`src/rtl/dac_controller.sv`:
```
// Stereo I2S transmitter for the codec DAC port: a small {left,right} FIFO feeding
// a bit-serial shifter timed off DACLRCK edges, all in the BCLK domain.
//
// state  | meaning
// IDLE   | stopped, DACDAT held low, FIFO still writable
// WAIT   | armed, waiting for the first LRCK fall to start a frame
// SEND_L | shifting the left word (LRCK low)
// SEND_R | shifting the right word (LRCK high)
module dac_controller #(
  parameter int DEPTH = 4,
  localparam int LW = $clog2(DEPTH + 1)
) (
  input  logic          i_BCLK,
  input  logic          i_rst_n,
  input  logic          i_play,
  input  logic [31:0]   i_data,
  input  logic          i_valid,
  output logic          o_ready,
  input  logic          i_DACLRCK,
  output logic          o_DACDAT,
  output logic          o_underrun,
  output logic          o_frame_done,
  output logic [LW-1:0] o_level,
  output logic [1:0]    o_PLAY_STATE
);

  localparam int AW = $clog2(DEPTH);

  typedef enum logic [1:0] {
    IDLE   = 2'd0,
    WAIT   = 2'd1,
    SEND_L = 2'd2,
    SEND_R = 2'd3
  } state_t;

  logic [31:0]   mem [DEPTH];
  logic [AW-1:0] wr_ptr;
  logic [AW-1:0] rd_ptr;
  logic [LW-1:0] count;
  logic          push;
  logic          pop;
  logic          empty;

  state_t      state_q, state_d;
  logic        lrck_prev;
  logic [4:0]  bitcnt_q, bitcnt_d;
  logic [15:0] left_q, left_d;
  logic [15:0] right_q, right_d;
  logic        dacdat_q, dacdat_d;
  logic        underrun_q, underrun_d;
  logic        done_q, done_d;
  logic        fall;
  logic        rise;
  logic        start_frame;
  logic [3:0]  bit_idx;

  assign push    = i_valid && o_ready;
  assign empty   = (count == '0);
  assign o_ready = (count != LW'(DEPTH));
  assign o_level = count;

  assign fall    = lrck_prev && !i_DACLRCK;
  assign rise    = !lrck_prev && i_DACLRCK;
  assign bit_idx = 4'd15 - bitcnt_q[3:0];

  assign o_DACDAT     = dacdat_q;
  assign o_underrun   = underrun_q;
  assign o_frame_done = done_q;
  assign o_PLAY_STATE = state_q;

  always_ff @(posedge i_BCLK) begin
    if (push) mem[wr_ptr] <= i_data;
  end

  always_ff @(posedge i_BCLK or negedge i_rst_n) begin
    if (!i_rst_n) begin
      wr_ptr <= '0;
      rd_ptr <= '0;
      count  <= '0;
    end else begin
      if (push) wr_ptr <= wr_ptr + 1'b1;
      if (pop)  rd_ptr <= rd_ptr + 1'b1;
      case ({push, pop})
        2'b10:   count <= count + 1'b1;
        2'b01:   count <= count - 1'b1;
        default: count <= count;
      endcase
    end
  end

  always_ff @(posedge i_BCLK or negedge i_rst_n) begin
    if (!i_rst_n) begin
      state_q    <= IDLE;
      lrck_prev  <= 1'b0;
      bitcnt_q   <= '0;
      left_q     <= '0;
      right_q    <= '0;
      dacdat_q   <= 1'b0;
      underrun_q <= 1'b0;
      done_q     <= 1'b0;
    end else begin
      state_q    <= state_d;
      lrck_prev  <= i_DACLRCK;
      bitcnt_q   <= bitcnt_d;
      left_q     <= left_d;
      right_q    <= right_d;
      dacdat_q   <= dacdat_d;
      underrun_q <= underrun_d;
      done_q     <= done_d;
    end
  end

  always_comb begin
    state_d     = state_q;
    bitcnt_d    = bitcnt_q;
    left_d      = left_q;
    right_d     = right_q;
    dacdat_d    = 1'b0;
    underrun_d  = 1'b0;
    done_d      = 1'b0;
    pop         = 1'b0;
    start_frame = 1'b0;

    case (state_q)
      IDLE: begin
        if (i_play) state_d = WAIT;
      end
      WAIT: begin
        if (!i_play)   state_d = IDLE;
        else if (fall) start_frame = 1'b1;
      end
      SEND_L: begin
        if (!i_play) begin
          state_d = IDLE;
        end else if (rise) begin
          dacdat_d = right_q[15];
          bitcnt_d = 5'd1;
          state_d  = SEND_R;
        end else if (!bitcnt_q[4]) begin
          dacdat_d = left_q[bit_idx];
          bitcnt_d = bitcnt_q + 5'd1;
        end
      end
      SEND_R: begin
        if (!i_play) begin
          state_d = IDLE;
        end else if (fall) begin
          start_frame = 1'b1;
        end else if (!bitcnt_q[4]) begin
          dacdat_d = right_q[bit_idx];
          bitcnt_d = bitcnt_q + 5'd1;
        end
      end
      default: state_d = IDLE;
    endcase

    // Occupancy is sampled before this edge's write, so a same-edge write cannot rescue an empty pop.
    if (start_frame) begin
      state_d  = SEND_L;
      bitcnt_d = 5'd1;
      done_d   = 1'b1;
      if (!empty) begin
        pop               = 1'b1;
        {left_d, right_d} = mem[rd_ptr];
      end else begin
        left_d     = '0;
        right_d    = '0;
        underrun_d = 1'b1;
      end
      dacdat_d = left_d[15];
    end
  end

endmodule

```
`config.mk`:
```
export PLATFORM = sky130hd
export DESIGN_NAME = dac_controller
export DESIGN_NICKNAME = d
export VERILOG_FILES = /design/src/rtl/dac_controller.sv
export SDC_FILE = /design/constraint.sdc
export NUM_CORES = 1
export LEC_CHECK = 0
export BUFFER_PORTS_ARGS = -buffer_cell sky130_fd_sc_hd__buf_2
export CAP_MARGIN = 15
export CORE_UTILIZATION = 44
export CTS_CLUSTER_DIAMETER = 150
export CTS_CLUSTER_SIZE = 10
export DETAILED_ROUTE_END_ITERATION = 10
export PLACE_DENSITY = 0.63
export SYNTH_ARGS = -nofsm -noshare
export SYNTH_HDL_FRONTEND = slang
export SYNTH_SLANG_ARGS = --single-unit
export TNS_END_PERCENT = 50
```
`constraint.sdc`:
```
create_clock -name i_BCLK -period 5.1 [get_ports i_BCLK]
set_input_delay 0.51 -clock i_BCLK [delete_from_list [all_inputs] [get_ports i_BCLK]]
set_output_delay 0.51 -clock i_BCLK [all_outputs]
set_load 0.03 [all_outputs]
```
==> impl_metrics.py <==
metrics = {
    "critical_path": {
        "endpoint_kind": "register",
        "start_kind": "register",
        "ff2ff_path_depth": 9,
        "path_max_fanout": 39,
        "crit_top_cell": "xor2_1",
        "critical_path_class": "register to register",
        "cp_cell_sequence": "nand4b_1 > buf_4 > nor2_2 > ha_1 > inv_1 > fa_1 > xor2_1 > nor2_1 > xor2_1",
        "critPathSlowestCell": "dfrtp_1",
        "slowest_delay_ps": 480,
        "cp.required_ps": 5450,
        "crit_arrival_ps": 2510,
    },
    "clocking": {
        "clkLatencyLatePin_ps": 420,
        "cts_root_buffer": "clkbuf_16",
        "ctsHoldBuffers": 0,
        "cts.repair.resized": 0,
        "cts_inserted_buffers": 17,
        "cts.sinks": 178,
        "clk_pin_slew_ps": 60,
        "cts_setup_buffers": 0,
        "htreeDepth": 4,
        "cts_tree": "yes",
        "cts.path.max_buffers": 2,
    },
    "synthesis": {
        "synth_top_area_cell": "edfxtp_1",
        "synth_area_leaders": "edfxtp_1, dfrtp_1, mux4_2, a22o_1, mux4_1",
        "ys_seq_area_share_pct": 73.4,
        "synth_cell_types": 38,
        "synth_cells": 354,
        "syn_area_mm2": 0.00694,
        "yosys_warnings": 0,
        "avgSynthCellArea_um2": 19.6,
        "synth_fp_nets": 398,
        "ys_ff_latch": 178,
        "synth_top_cell_area_share_pct": 55.4,
    },
    "route": {
        "drt_iter0_drc": 275,
        "first_pass_iters": 4,
        "wl_um": 12400,
        "avgViaCountPerCell": 5.46,
        "vias": 3454,
        "drcViolationCount": 0,
        "wl_per_cell_um": 19.5,
        "antenna_left": 0,
    },
    "cells_and_area": {
        "seqCellArea_mm2": 0.00510,
        "multi_input_area_mm2": 0.00171,
        "fillerInstances": 1272,
        "fin_nets": 452,
        "drive_gt1_share_pct": 28.5,
        "syn2layout_area_growth_pct": 15.0,
        "fin_area_mm2": 0.00798,
        "fin_util_pct": 52.1,
    },
    "global_routing": {
        "grt_overflow": 0,
        "grtUsageMet3_pct": 4.52,
        "met1_usage_pct": 22.6,
        "met2_usage_pct": 26.4,
        "grt_pass1_wl_um": 19700,
        "antenna_found_initial": 0,
        "grt_use_total_pct": 16.7,
        "busiest_layer": "met2",
        "grt_max_degree": 51,
        "grt_pass1_vias": 3568,
    },
    "floorplanning": {
        "die_w_um": 128,
        "core_area_mm2": 0.0153,
        "row_count": 45,
        "dieArea_mm2": 0.0163,
        "io_pins": 46,
        "die_height_um": 128,
        "start_util_pct": 45.3,
    },
    "pwr": {
        "internal-power_uw": 3230,
        "power.density_mw_per_mm2": 565,
        "p_sw_share_pct": 28.3,
        "power_frac_seq_pct": 47.6,
        "p_leak_uw": 0.00295,
        "comb_power_share_pct": 24.7,
        "p_sw_uw": 1280,
        "irDropWorstVdd_mv": 0.294,
        "p_clk_share_pct": 27.6,
    },
    "hold_path": {
        "hold_class": "primary input to asynchronous set/reset pin",
    },
    "timing": {
        "tns_ps": 0,
        "setup_viol": 0,
        "grt_setup_unrepaired": "false",
        "min_period_ps": 2160,
        "clock_skew_ps": 4.67,
        "min_period_over_period_pct": 42.4,
        "slew_headroom_pct": 53.2,
        "setup_ws_ps": 2940,
        "worstMarginPinSlew_ps": 702,
        "max_freq_mhz": 462,
        "final_hold_viol_count": 0,
        "drv_slew": 0,
    },
    "placement": {
        "place_area_mm2": 0.00740,
        "post-place-ws_ps": 2740,
        "gp_congestion": 0.793,
        "post-dp-hpwl_um": 7060,
        "port-buffer-count": 45,
    },
    "run": {
        "maxCapViolCount": 0,
    },
    "run_status": {
        "status": "finished clean",
    },
}
state kept, by name, indices dropped and copies added (netlist names):
register      flops
o_underrun        1
o_frame_done      1
o_DACDAT          1
mem             128
bitcnt_q          5
left_q           16
lrck_prev         1
rd_ptr            2
right_q          16
o_PLAY_STATE      2
wr_ptr            2
o_level           3
power by group through the flow:
stage          clock network [uW]  registers [uW]  logic [uW]
3_3_place_gp                    0            2160        1130
3_5_place_dp                    0            2180        1140
4_1_cts                      1270            2150        1150
6_report                     1250            2150        1120
5_1_grt                      1340            2190        1220
2_1_floorplan                   0            2110         880
metrics by stage:
step                      instances  hold WS (ps)  power [uW]
after floorplan                 354           214        2990
after global placement          600           483        3300
after detailed placement        600           486        3330
after CTS                       632           202        4570
after global routing            632           229        4750
final                           633           201        4510
per-layer routing:
layer / vias to the layer above / routed length [um] / part of all wire [%]
met2: 73 / 5980 / 48
met1: 1831 / 5740 / 46
met4: 0 / 143 / 1.2
met3: 12 / 496 / 4.0
li1: 1538 / - / -
met5: - / 0 / 0
cells by family (layout without fill, tap and decap cells):
| group | Yosys count | after routing | synth area share, % |
|---|---|---|---|
| simple gates | 40 | 40 | 3.17 |
| xor+xnor | 9 | 9 | 1.14 |
| flops | 178 | 178 | 73.4 |
| compound gates | 45 | 45 | 5.28 |
| mux | 46 | 46 | 13.7 |
| fa+ha+maj | 7 | 7 | 1.37 |
| buf+inv | 29 | 96 | 1.84 |
| other cells | 0 | 1 | 0 |
placed cells by master, fill, tap and decap left out, types with 3 or more instances in the layout:
master,Yosys,final
a21oi_1,3,3
xnor2_1,6,6
mux4_1,4,4
mux2i_1,6,6
nor2_1,7,7
nand3_1,5,5
inv_1,10,10
and3_1,4,4
xor2_1,3,3
a22o_1,34,34
clkinv_1,0,3
buf_4,0,9
ha_1,6,6
clkinv_4,0,4
dfrtp_1,50,49
edfxtp_1,128,128
clkbuf_16,0,17
nor2b_1,5,5
nand2_1,5,5
buf_2,9,45
mux4_2,34,34
area by class of cell:
type,instances,area share [%]
Antenna cell,1,0.0314
Clock buffer,18,5.38
Clock inverter,14,1.76
Inverter,10,0.471
Multi-Input combinational cell,147,21.5
Sequential cell,178,63.9
Tap cell,211,3.31
Timing Repair Buffer,54,3.67
critical path: cells and delay by family (launching register included):
kind | cells | cell delay [ps]
AND/OR/NAND/NOR | 3 | 410
flip-flops | 1 | 480
buffers and inverters | 2 | 350
adder cells (fa/ha/maj) | 2 | 560
XOR/XNOR | 2 | 290
synthesized netlist by cell type:
| master | n |
|---|---|
| edfxtp_1 | 128 |
| dfrtp_1 | 50 |
| a22o_1 | 34 |
| mux4_2 | 34 |
| inv_1 | 10 |
| buf_2 | 9 |
| clkbuf_1 | 7 |
| nor2_1 | 7 |
| ha_1 | 6 |
| mux2i_1 | 6 |
| xnor2_1 | 6 |
| nand2_1 | 5 |
| nand3_1 | 5 |
| nor2b_1 | 5 |
| and3_1 | 4 |
| mux4_1 | 4 |
| a21oi_1 | 3 |
| xor2_1 | 3 |
| a31oi_1 | 2 |
| and2_1 | 2 |
| buf_1 | 2 |
| mux2_2 | 2 |
| nand2b_1 | 2 |
| nand4_1 | 2 |
| nand4b_1 | 2 |
| nor3_1 | 2 |
| a211oi_1 | 1 |
| a21boi_0 | 1 |
| a32oi_1 | 1 |
| buf_6 | 1 |
| fa_1 | 1 |
| nand3b_1 | 1 |
| nor2_2 | 1 |
| nor4_1 | 1 |
| nor4b_1 | 1 |
| o211ai_1 | 1 |
| o21ai_0 | 1 |
| o21ai_1 | 1 |
worst paths after layout:
path	slack (ps)	to	startpoint
max	2940	o_level[2]$_DFFE_PN0P_	o_PLAY_STATE[0]$_DFFE_PN0P_
min reg2reg	500	right_q[2]$_DFFE_PN0P_	right_q[2]$_DFFE_PN0P_
min	200	right_q[11]$_DFFE_PN0P_	i_rst_n
min in group i_BCLK	240	lrck_prev$_DFF_PN0_	i_DACLRCK
max in group asynchronous	4450	rd_ptr[0]$_DFFE_PN0P_	i_rst_n
max reg2reg	2940	o_level[2]$_DFFE_PN0P_	o_PLAY_STATE[0]$_DFFE_PN0P_
Power figures use the tool's default switching activity.
